[config.mk]
export PLATFORM = sky130hd
export DESIGN_NAME = muldiv_unit
export DESIGN_NICKNAME = d
export VERILOG_FILES = /design/src/rtl/muldiv_unit.sv
export SDC_FILE = /design/constraint.sdc
export NUM_CORES = 1
export LEC_CHECK = 0
export BUFFER_PORTS_ARGS = -buffer_cell sky130_fd_sc_hd__buf_4
export CAP_MARGIN = 20
export CORE_AREA = 2 2 205 207
export CTS_BUF_LIST = sky130_fd_sc_hd__clkbuf_4 sky130_fd_sc_hd__clkbuf_8
export DETAILED_ROUTE_END_ITERATION = 12
export DIE_AREA = 0 0 207 209
export PLACE_DENSITY_LB_ADDON = 0.08
export SYNTH_ARGS = -nofsm -noshare
export SYNTH_HDL_FRONTEND = slang
export SYNTH_SLANG_ARGS = --single-unit
[constraint.sdc]
create_clock -name clk -period 3.3 [get_ports clk]
set_input_delay 0.165 -clock clk [delete_from_list [all_inputs] [get_ports clk]]
set_output_delay 0.165 -clock clk [all_outputs]
set_load 0.1 [all_outputs]
[src/rtl/muldiv_unit.sv]
// muldiv_unit: iterative radix-2 MULT/MULTU/DIV/DIVU engine with architectural HI/LO registers.
// Build option MULDIV_EARLY_TERM_EN: a multiply finishes early once the remaining multiplier bits are zero.
module muldiv_unit #(
  parameter int WIDTH = 32
) (
  input  logic             clk,
  input  logic             reset,
  input  logic             mdstart,
  input  logic             signedop,
  input  logic             muldivb,
  input  logic             hilosrc,
  input  logic [1:0]       hilodisable,
  input  logic             hiloread,
  input  logic             hilosel,
  input  logic [WIDTH-1:0] srca,
  input  logic [WIDTH-1:0] srcb,
  output logic [WIDTH-1:0] hiloout,
  output logic             mdbusy,
  output logic             mdstall
);
  localparam int CW = $clog2(WIDTH + 1);

  typedef enum logic [1:0] {IDLE, RUN, FIXUP} state_t;

  state_t             state, state_nxt;
  logic [CW-1:0]      cnt;
  logic [2*WIDTH-1:0] acc, acc_step, prod;
  logic [WIDTH-1:0]   opd, hi, lo, hi_res, lo_res;
  logic [WIDTH:0]     mul_sum, div_shift;
  logic               is_mul, neg_q, neg_r, div_zero;
  logic               early, start, mt_wr;

  function automatic logic [WIDTH-1:0] magnitude(input logic signed [WIDTH-1:0] v, input logic sgn);
    return (sgn && v[WIDTH-1]) ? $unsigned(-v) : $unsigned(v);
  endfunction

  function automatic logic [WIDTH-1:0] cneg_w(input logic [WIDTH-1:0] v, input logic n);
    return n ? -v : v;
  endfunction

  function automatic logic [2*WIDTH-1:0] cneg_2w(input logic [2*WIDTH-1:0] v, input logic n);
    return n ? -v : v;
  endfunction

  // acc holds {partial product, unshifted multiplier} or {remainder, dividend/quotient}
  always_comb begin
    mul_sum   = {1'b0, acc[2*WIDTH-1:WIDTH]} + {1'b0, {WIDTH{acc[0]}} & opd};
    div_shift = {acc[2*WIDTH-1:WIDTH], acc[WIDTH-1]};
    if (is_mul)
      acc_step = {mul_sum, acc[WIDTH-1:1]};
    else if (div_shift >= {1'b0, opd})
      acc_step = {div_shift[WIDTH-1:0] - opd, acc[WIDTH-2:0], 1'b1};
    else
      acc_step = {div_shift[WIDTH-1:0], acc[WIDTH-2:0], 1'b0};
  end

`ifdef MULDIV_EARLY_TERM_EN
  logic [WIDTH-1:0] mplier_left;
  // the low cnt bits of acc are the multiplier bits not yet consumed
  always_comb begin
    mplier_left = acc[WIDTH-1:0] << (WIDTH - int'(cnt));
    early       = is_mul && (mplier_left == '0);
  end
`else
  assign early = 1'b0;
`endif

  assign start = (state == IDLE) && mdstart;
  assign mt_wr = (state == IDLE) && !mdstart && hilosrc;

  always_comb begin
    state_nxt = state;
    case (state)
      IDLE:    if (mdstart) state_nxt = RUN;
      RUN:     if (early || cnt == CW'(1)) state_nxt = FIXUP;
      FIXUP:   state_nxt = IDLE;
      default: state_nxt = IDLE;
    endcase
  end

  always_ff @(posedge clk) begin
    if (reset) state <= IDLE;
    else       state <= state_nxt;
  end

  always_ff @(posedge clk) begin
    if (reset)              cnt <= '0;
    else if (start)         cnt <= CW'(WIDTH);
    else if (state == RUN)  cnt <= cnt - CW'(1);
  end

  // Operand capture and per-cycle iteration
  always_ff @(posedge clk) begin
    if (start) begin
      is_mul   <= muldivb;
      neg_q    <= signedop & (srca[WIDTH-1] ^ srcb[WIDTH-1]);
      neg_r    <= signedop & srca[WIDTH-1];
      div_zero <= ~muldivb & (srcb == '0);
      opd      <= muldivb ? magnitude(srca, signedop) : magnitude(srcb, signedop);
      acc      <= {{WIDTH{1'b0}}, (muldivb ? magnitude(srcb, signedop) : magnitude(srca, signedop))};
    end else if (state == RUN) begin
      if (early) acc <= acc >> cnt;
      else       acc <= acc_step;
    end
  end

  // Sign fix-up; a zero divisor leaves the dividend magnitude as remainder, so HI recovers srca
  always_comb begin
    prod = cneg_2w(acc, neg_q);
    if (is_mul) begin
      hi_res = prod[2*WIDTH-1:WIDTH];
      lo_res = prod[WIDTH-1:0];
    end else begin
      hi_res = cneg_w(acc[2*WIDTH-1:WIDTH], neg_r);
      lo_res = div_zero ? {WIDTH{1'b1}} : cneg_w(acc[WIDTH-1:0], neg_q);
    end
  end

  always_ff @(posedge clk) begin
    if (reset) begin
      hi <= '0;
      lo <= '0;
    end else if (state == FIXUP) begin
      hi <= hi_res;
      lo <= lo_res;
    end else if (mt_wr) begin
      if (!hilodisable[0]) hi <= srca;
      if (!hilodisable[1]) lo <= srca;
    end
  end

  assign mdbusy  = (state != IDLE);
  assign mdstall = mdbusy & (mdstart | hilosrc | hiloread);
  assign hiloout = hilosel ? lo : hi;
endmodule

== Word level (Yosys, flattened, before mapping) ==
Index checks and enable logic that the tools add are counted.
Word-level totals
  register bits after elaboration: 172
Operators by class
  equality and inequality tests: 7
  bitwise operators: 9
  add/sub/neg operators: 8
  magnitude comparators: 1
  reduce and logical (&&, ||, !) cells: 15
  mux-type cells: 26
Operators with widths (number)
  two-way mux 32 bit: 18
  two-way mux 64 bit: 3
  negator 32 bit: 4
  negator 64 bit: 1
  adder 32 x 32 -> 33 bit: 1
  >= comparator 33 x 32 -> 1 bit: 1
  AND 32 bit: 1
  logical NOT 32 bit: 1
  subtractor 32 bit: 1
  two-way mux 6 bit: 2
  == test 6 x 1 -> 1 bit (second input constant): 1
  AND reduction 2 bit: 3
  nonzero test 2 bit: 3
  subtractor 6 x 1 -> 6 bit (second input constant): 1
  logical AND 1 bit: 5
  AND 1 bit: 4
  two-way mux 2 bit: 2
  inequality test 2 x 1 -> 1 bit (second input constant): 2
  inequality test 2 bit (second input constant): 2
  case mux 2 bit (2 select lines): 1
  == test 2 x 1 -> 1 bit (second input constant): 1
  == test 2 bit (second input constant): 1
  logical NOT 2 bit: 1
  bitwise OR 1 bit: 2
  4 further kinds: 4

== Depth between registers and ports, before layout ==
Gate-level depths: netlist of the first run.
  depth after elaboration: 5
  gate-level depth with buffers: 15
  gate-level depth less buffers: 13

== Least setup slack after synthesis of the first run ==
Ideal clock, no wire load.
  kind: flip-flop to flip-flop
  start point: reg acc[0]
  end point: reg acc[56]
  arrival: 3.330 ns
  cell stages (with the launch flop): 15
  buffers on the path: 1
  slack: -0.152 ns
  period minus slack after synthesis: 3.452 ns
  cells stage by stage: edfxtp_1 inv_1 buf_1 nor2_1 ha_1 a211oi_1 o21ai_1 a31o_2 a221oi_2 o31ai_1 a31o_2 a21o_1 a21oi_1 xnor2_1 a221o_1
Between the ends
  word-level cells in the longest chain between the ends: 3
Ends and longest elaborated chain
  from (decl): RTL line 27  | logic [2*WIDTH-1:0] acc, acc_step, prod;
  from (signal assigned): RTL line 100  | acc <= {{WIDTH{1'b0}}, (muldivb ? magnitude(srcb, signedop) : magnitude(srca, signedop))};
  from (signal assigned): RTL line 102  | if (early) acc <= acc >> cnt;
  from (signal assigned): RTL line 103  | else acc <= acc_step;
  AND 32 bit: RTL line 47  | mul_sum = {1'b0, acc[2*WIDTH-1:WIDTH]} + {1'b0, {WIDTH{acc[0]}} & opd};
  adder 32 x 32 -> 33 bit: RTL line 47
  two-way mux 64 bit: RTL line 49  | if (is_mul)
No other way between the ends.
A chain may end at the register's enable or synchronous reset.

== Worst setup path after layout of the first run ==
  start point: reg opd[16]
  end point: reg acc[46]
Between the ends
  word-level cells in the longest chain between the ends: 3
Ends and longest elaborated chain
  from (decl): RTL line 28  | logic [WIDTH-1:0] opd, hi, lo, hi_res, lo_res;
  from (signal assigned): RTL line 99  | opd <= muldivb ? magnitude(srca, signedop) : magnitude(srcb, signedop);
  >= comparator 33 x 32 -> 1 bit: RTL line 51  | else if (div_shift >= {1'b0, opd})
  two-way mux 64 bit: RTL line 51
  two-way mux 64 bit: RTL line 49
No other way between the ends.

==> results of run 1 <==
==> power by group through the flow <==
stage	registers (mW)	logic (mW)	clock network (mW)
global route	2.81	7.21	1.73
finish	2.78	6.68	1.61
detailed placement	2.81	6.13	0
floorplan	2.83	3.50	0
CTS	2.77	6.28	1.66
global placement	2.81	6.14	0
==> per-layer routing <==
metal | vias to the layer above | part of all wire | global-route usage
met3 | 73 | 0.039 | 0.03637
met5 | - | 0 | 0
met1 | 7318 | 0.44 | 0.3452
met2 | 444 | 0.49 | 0.4678
met4 | 0 | 0.034 | 0.1079
li1 | 7197 | - | -
==> worst max-delay path: cells and delay by family (launching register included) <==
| family | cells | cell delay [ns] |
|---|---|---|
| DFF | 1 | 0.46 |
| adders and majority gates | 1 | 0.27 |
| AOI/OAI and AO/OA | 9 | 1.72 |
| buffers and inverters | 4 | 0.70 |
==> repair_timing <==
| action | 4_1_cts | 5_1_grt |
|---|---|---|
| buffers inserted | 2 | 9 |
| cloned | 0 | 1 |
| setup endpoints to repair | 26 | 67 |
| hold endpoints to repair | 72 | 0 |
| gates resized for setup | 21 | 104 |
| pin swaps | 5 | 57 |
| hold buffers | 41 | 0 |
==> final timing paths <==
| kind | start | endpoint | slack (ns) |
|---|---|---|---|
| worst max-delay path | opd[16] | acc[46] | 0.05 |
| worst min-delay path | srcb[30] | opd[30] | 0.05 |
| worst max register to register | opd[16] | acc[46] | 0.05 |
| worst min register to register | lo[2] | lo[2] | 0.46 |
==> layout by cell type (no fill, tap or decap), types with 6 or more instances in the layout <==
cell type / instances
buf_4: 334
nor2_1: 192
nand2_1: 164
a21oi_1: 129
dfxtp_1: 104
xor2_1: 90
o21ai_0: 87
mux2i_1: 85
xnor2_1: 75
edfxtp_1: 68
ha_1: 64
a222oi_1: 60
inv_1: 59
dlygate4sd3_1: 41
nor3_1: 36
mux2_2: 34
a21o_1: 33
nand3_1: 29
o21ai_1: 21
o31ai_1: 21
clkbuf_8: 17
nor2b_1: 15
nand2b_1: 15
nand4_1: 15
a211oi_1: 15
nor4_1: 14
o21a_1: 13
o41ai_1: 12
or4_1: 11
and3_1: 10
o211ai_1: 10
a21oi_2: 9
and2_1: 8
a31oi_1: 8
a22oi_1: 8
o21bai_1: 8
o31ai_2: 7
o22ai_1: 7
or4_4: 6
nor3_2: 6
==> final cells by class <==
type	count	share of cell area
inverters	65	0.01293
flip-flops and latches	172	0.2185
well taps	539	0.03573
multi-input cells	1438	0.5491
repair buffers	386	0.1629
clock inverters	13	0.007690
clock buffers	19	0.01319
==> flip-flops by register name, summed over array words and instances, names as in the netlist <==
name	flops
lo	32
neg_q	1
hi	32
cnt	6
opd	32
is_mul	1
neg_r	1
div_zero	1
acc	64
state	2
==> cell families after synthesis <==
| group | synth area share |
|---|---|
| xor+xnor | 0.1034 |
| mux | 0.08470 |
| simple gates | 0.1776 |
| flops | 0.2831 |
| compound gates | 0.2425 |
| buf+inv | 0.04570 |
| fa+ha+maj | 0.06288 |
==> metrics by stage <==
| step | hold WS, ns | instance area, sq um |
|---|---|---|
| 3_5_place_dp | 0.4414 | 17440 |
| 5_1_grt | 0.04856 | 18870 |
| 4_1_cts | 0.002773 | 18350 |
| 3_3_place_gp | 0.4415 | 17440 |
| 2_1_floorplan | 0.2639 | 14580 |
| 6_report | 0.04577 | 18870 |
==> impl_metrics.sql, run 1 <==
INSERT INTO impl_metrics (metric_group, metric, value, unit) VALUES
('synthesis', 'synth_warnings', '0', ''),
('setup_path', 'critical_path_peak_fanout', '5', ''),
('synthesis', 'postSynth.topFlopCell', 'dfxtp_1', ''),
('synthesis', 'syn-instance-count', '1784', ''),
('synthesis', 'synth_commonest_cells', 'nor2_1 (195), nand2_1 (167), a21oi_1 (140), o21ai_0 (105), dfxtp_1 (104)', ''),
('timing', 'final.setup.tns', '0', 'ns'),
('pwr', 'vdd.ir_drop.worst', '0.3231', 'mV'),
('place', 'cell_count_post_placement', '2549', ''),
('synthesis', 'syn-cell-area', '14570', 'sq um'),
('clock_tree', 'number_of_buffers_added_by_the_clock_tree_synthesis_step', '17', ''),
('pwr', 'power_report.internal_total', '5.916', 'mW'),
('global_route', 'antenna_found_initial', '1', ''),
('setup_path', 'critPathSlowestCell', 'edfxtp_1', ''),
('timing', 'setup_repair_after_global_routing_missed_its_margin', 'true', ''),
('global_route', 'grt_remaining_overflow', '0', ''),
('clock_tree', 'ctsRootBufferMaster', 'clkbuf_8', ''),
('place', 'detailedPlace.worstSlack', '-0.1074', 'ns'),
('status', 'status', 'completed', ''),
('pwr', 'power_density', '586.6', 'nW/um^2'),
('place', 'portBuffers', '107', ''),
('flow_run', 'maxCapViolations', '0', ''),
('floorplanning', 'die_w', '207', 'um'),
('pwr', 'p_sw', '5.154', 'mW'),
('pwr', 'power.sequential.fraction', '0.251', ''),
('clock_tree', 'cts.sinks', '172', ''),
('place', 'place.gp.congestion', '0.9382', ''),
('setup_path', 'worst-endpoint-required', '3.81', 'ns'),
('final_layout', 'antenna-diode-count', '0', ''),
('global_route', 'first_global_vias', '14585', ''),
('timing', 'layout_min_cycle_time', '3.246', 'ns'),
('routing', 'drt-pass1-iter-count', '10', ''),
('routing', 'final_antenna_net_count', '0', ''),
('worst_hold_path', 'hold_class', 'in2reg', ''),
('routing', 'routedWlPerCell', '22.69', 'um'),
('setup_path', 'timing.critical_path.arrival', '3.75', 'ns'),
('timing', 'achievable-frequency', '0.3081', 'GHz'),
('timing', 'worst_pin_slew', '0.9271', 'ns'),
('final_layout', 'layout.nets', '2226', ''),
('floorplanning', 'core_region_area', '41290', 'sq um'),
('final_layout', 'final_cells', '2632', ''),
('setup_path', 'startpoint_type', 'flip-flop', ''),
('timing', 'final.setup_skew', '0.01973', 'ns'),
('global_route', 'grt_start_max_net_pins', '74', ''),
('floorplanning', 'die_area', '43260', 'sq um'),
('pwr', 'fin_total_pwr', '11.07', 'mW'),
('synthesis', 'synth.ff_latch_count', '172', ''),
('floorplanning', 'num_rows', '75', ''),
('setup_path', 'worst-setup-path-type', 'reg2reg', ''),
('final_layout', 'final_core_util', '0.4571', ''),
('clock_tree', 'clock_tree.htree_level_count', '4', ''),
('global_route', 'global_route.usage.total', '0.2723', ''),
('final_layout', 'layout.area.seq', '4124', 'sq um'),
('clock_tree', 'worstSkewPairLatency', '0.58', 'ns'),
('floorplanning', 'die_height', '209', 'um'),
('final_layout', 'drive_gt1_frac', '0.2484', ''),
('pwr', 'power.switching_fraction', '0.4656', ''),
('synthesis', 'synth.net_count', '1930', ''),
('pwr', 'leakagePower', '8.076', 'nW'),
('setup_path', 'critical_path.max_stage_delay', '0.46', 'ns'),
('floorplanning', 'initial_core_utilization', '0.3528', ''),
('setup_path', 'kind_of_capture_point_of_the_worst_setup_path', 'flip-flop', ''),
('timing', 'final_max_slew_viol_count', '0', ''),
('timing', 'setup_ws', '0.05446', 'ns'),
('final_layout', 'area.growth.synth_to_final', '29.58', '%'),
('synthesis', 'synthMostInstantiatedCell', 'nor2_1', ''),
('synthesis', 'synth_edf_count', '68', ''),
('place', 'detailedPlacementHpwl', '45750', 'um'),
('final_layout', 'nFillCells', '4170', ''),
('pwr', 'power_frac_clock', '0.146', ''),
('pwr', 'comb_power_share', '0.603', ''),
('final_layout', 'multi_input_comb_area', '10360', 'sq um');
No activity file was read; power rests on OpenSTA's default activity.
==> inputs of run 2 (changes only) <==
CORE_AREA = 5 5 208 210   (was 2 2 205 207)
DIE_AREA = 0 0 213 215   (was 0 0 207 209)
==> impl_metrics.sql, run 2 (same netlist as run 1, synthesis figures left out) <==
INSERT INTO impl_metrics (metric_group, metric, value, unit) VALUES
('status', 'status', 'completed', ''),
('place', 'detailedPlacementHpwl', '45130', 'um'),
('place', 'placed_cell_area', '17230', 'sq um'),
('timing', 'layout_min_cycle_time', '3.235', 'ns'),
('global_route', 'grt_start_max_net_pins', '74', ''),
('floorplanning', 'num_rows', '75', ''),
('global_route', 'global_route.usage.total', '0.2513', ''),
('global_route', 'first_global_vias', '14507', ''),
('worst_hold_path', 'hold_class', 'in2reg', ''),
('floorplanning', 'core_region_area', '41380', 'sq um'),
('place', 'portBuffers', '107', ''),
('setup_path', 'r2r_slack', '0.07', 'ns'),
('routing', 'drt_first_iter_violations', '1156', ''),
('clock_tree', 'cts_tree', 'built', ''),
('setup_path', 'timing.reg2reg.worst_path_depth', '17', ''),
('floorplanning', 'die_height', '215', 'um'),
('flow_run', 'maxCapViolations', '0', ''),
('pwr', 'leakagePower', '7.992', 'nW'),
('timing', 'setup_repair_after_global_routing_missed_its_margin', 'true', ''),
('place', 'place.gp.congestion', '0.9271', ''),
('final_layout', 'layout.area.seq', '4126', 'sq um'),
('setup_path', 'critical_path_peak_fanout', '7', ''),
('timing', 'worst_slew_margin_rel', '0.3756', ''),
('pwr', 'fin_total_pwr', '10.98', 'mW'),
('final_layout', 'layout_commonest_cell', 'buf_4', ''),
('worst_hold_path', 'min_to', 'opd[17]', ''),
('worst_hold_path', 'worst_hold_path.num_cells', '3', ''),
('final_layout', 'drive_gt1_frac', '0.2334', ''),
('clock_tree', 'worst_setup_hold_path_clk_slew', '0.11', 'ns'),
('final_layout', 'finalInstanceArea', '18640', 'sq um'),
('clock_tree', 'worstSkewPairLatency', '0.58', 'ns'),
('timing', 'hold-worst-slack', '0.07013', 'ns'),
('setup_path', 'critPathSlowestCell', 'edfxtp_1', ''),
('setup_path', 'cp_cell_instances', 'inv_2 > buf_12 > buf_12 > buf_6 > nor2_1 > ha_1 > a21o_1 > a21o_1 > a21o_1 > a221oi_2 > nor2b_1 > a311oi_2 > buf_4 > xnor2_1 > nand2_1 > o21ai_0 > a22o_1', ''),
('setup_path', 'endpoint_of_the_most_critical_register_to_register_path', 'acc[58]', ''),
('global_route', 'grt_remaining_overflow', '0', ''),
('global_route', 'grt_first_pass_wirelength', '88090', 'um'),
('final_layout', 'registers.top_by_ff_count', 'acc', ''),
('setup_path', 'worst-endpoint-required', '3.76', 'ns'),
('final_layout', 'multi_input_comb_area', '10210', 'sq um'),
('clock_tree', 'ctsRootBufferMaster', 'clkbuf_8', ''),
('floorplanning', 'die_w', '213', 'um'),
('floorplanning', 'die_area', '45800', 'sq um'),
('final_layout', 'largest_register_ffs', '64', ''),
('clock_tree', 'cts.sinks', '172', ''),
('routing', 'final_antenna_net_count', '0', ''),
('clock_tree', 'clock_tree.htree_level_count', '4', ''),
('setup_path', 'reg2reg_from', 'acc[0]', ''),
('timing', 'worst_pin_slew', '0.9341', 'ns'),
('routing', 'drt-pass1-iter-count', '8', ''),
('setup_path', 'critical-path-top-cell-by-count', 'a21o_1', ''),
('routing', 'routedWlPerCell', '22.51', 'um'),
('pwr', 'power_density', '589.2', 'nW/um^2'),
('setup_path', 'kind_of_capture_point_of_the_worst_setup_path', 'flip-flop', ''),
('global_route', 'antenna_found_initial', '0', ''),
('final_layout', 'layout.nets', '2211', ''),
('timing', 'finalHoldViolCount', '0', ''),
('timing', 'fin_crit_sh', '0.9802', ''),
('setup_path', 'worst-setup-path-type', 'reg2reg', ''),
('timing', 'achievable-frequency', '0.3092', 'GHz'),
('setup_path', 'critical_path.max_stage_delay', '0.43', 'ns'),
('setup_path', 'timing.critical_path.arrival', '3.70', 'ns'),
('routing', 'remaining_drc_errors', '0', ''),
('timing', 'final_max_slew_viol_count', '0', ''),
('routing', 'finalWirelength', '58910', 'um'),
('floorplanning', 'initial_core_utilization', '0.3520', ''),
('worst_hold_path', 'hold_start', 'srcb[17]', ''),
('final_layout', 'final_cell_mix', 'buf_4 (315), nor2_1 (192), nand2_1 (166)', ''),
('final_layout', 'area.growth.synth_to_final', '27.94', '%'),
('clock_tree', 'max-clock-path-buffers', '2', ''),
('setup_path', 'startpoint_type', 'flip-flop', ''),
('timing', 'final-setup-viol-count', '0', ''),
('final_layout', 'nFillCells', '4132', ''),
('timing', 'final.setup_skew', '0.03018', 'ns'),
('floorplanning', 'io-pin-count', '108', ''),
('routing', 'vias_per_cell', '5.675', ''),
('final_layout', 'antenna-diode-count', '0', ''),
('clock_tree', 'number_of_buffers_added_by_the_clock_tree_synthesis_step', '17', ''),
('pwr', 'vdd.ir_drop.worst', '0.4352', 'mV'),
('routing', 'detailroute.via_count', '14851', '');
-- run 2: cell count changes in the layout (fill, tap and decap cells not counted), moves of 5 or more --
| cell | change |
|---|---|
| o21ai_1 | -8 |
| o21ai_0 | +7 |
| dlygate4sd3_1 | +5 |
| buf_4 | -19 |
-- run 2: metrics by stage --
stage          worst slack (ns)  std cells  TNS (ns)  utilization
6_report                0.06542       2617         0       0.4503
5_1_grt                -0.09447       2617   -0.7864       0.4503
4_1_cts                0.006163       2600         0       0.4380
3_5_place_dp            -0.1033       2521   -0.3604       0.4164
3_3_place_gp           -0.09206       2521   -0.2821       0.4164
2_1_floorplan           0.03339       1784         0            -
-- run 2: layout make-up --
class | instances | share of cell area
repair buffers | 371 | 0.1603
multi-input cells | 1438 | 0.5477
clock buffers | 18 | 0.01329
clock inverters | 14 | 0.007990
flip-flops and latches | 172 | 0.2214
well taps | 539 | 0.03619
inverters | 65 | 0.01309
-- run 2: report_power, final --
part           switching (mW)  internal, mW
clock network            1.06         0.588
logic                    3.77          2.78
registers               0.263          2.52
-- run 2: worst max path at each step --
stage                        from  endpoint  slack [ns]  cells past startpoint
after floorplan            acc[0]   acc[56]        0.03                     14
after global placement     acc[0]   acc[62]       -0.09                     15
after detailed placement   acc[0]   acc[62]       -0.10                     16
after CTS                  acc[0]   acc[51]       0.006                     14
after global routing      acc[32]   acc[62]       -0.09                     17
final                      acc[0]   acc[58]        0.07                     17
-- run 2: timing repair --
action,in CTS,in global routing
hold buffers,46,0
cloned,0,1
gates resized for setup,9,91
pin swaps,2,46
setup buffers,1,17
setup endpoints to repair,13,54
endpoints found under the hold margin,79,0
-- run 2: per-layer routing --
| metal | wire (um) | up-vias | global-route usage |
|---|---|---|---|
| met3 | 2183 | 83 | 0.02771 |
| met5 | 0 | - | 0 |
| li1 | - | 7183 | - |
| met4 | 1909 | 0 | 0.08598 |
| met1 | 25650 | 7191 | 0.3233 |
| met2 | 29170 | 394 | 0.4359 |
-- run 2: critical path, delay by kind of cell, from the launching register on --
kind,cells,cell delay (ns)
adders and majority gates,1,0.33
DFF,1,0.43
buffers and inverters,5,0.61
xor gates and xnor gates,1,0.06
and+or+nand+nor,3,0.25
AOI/OAI and AO/OA,7,1.43
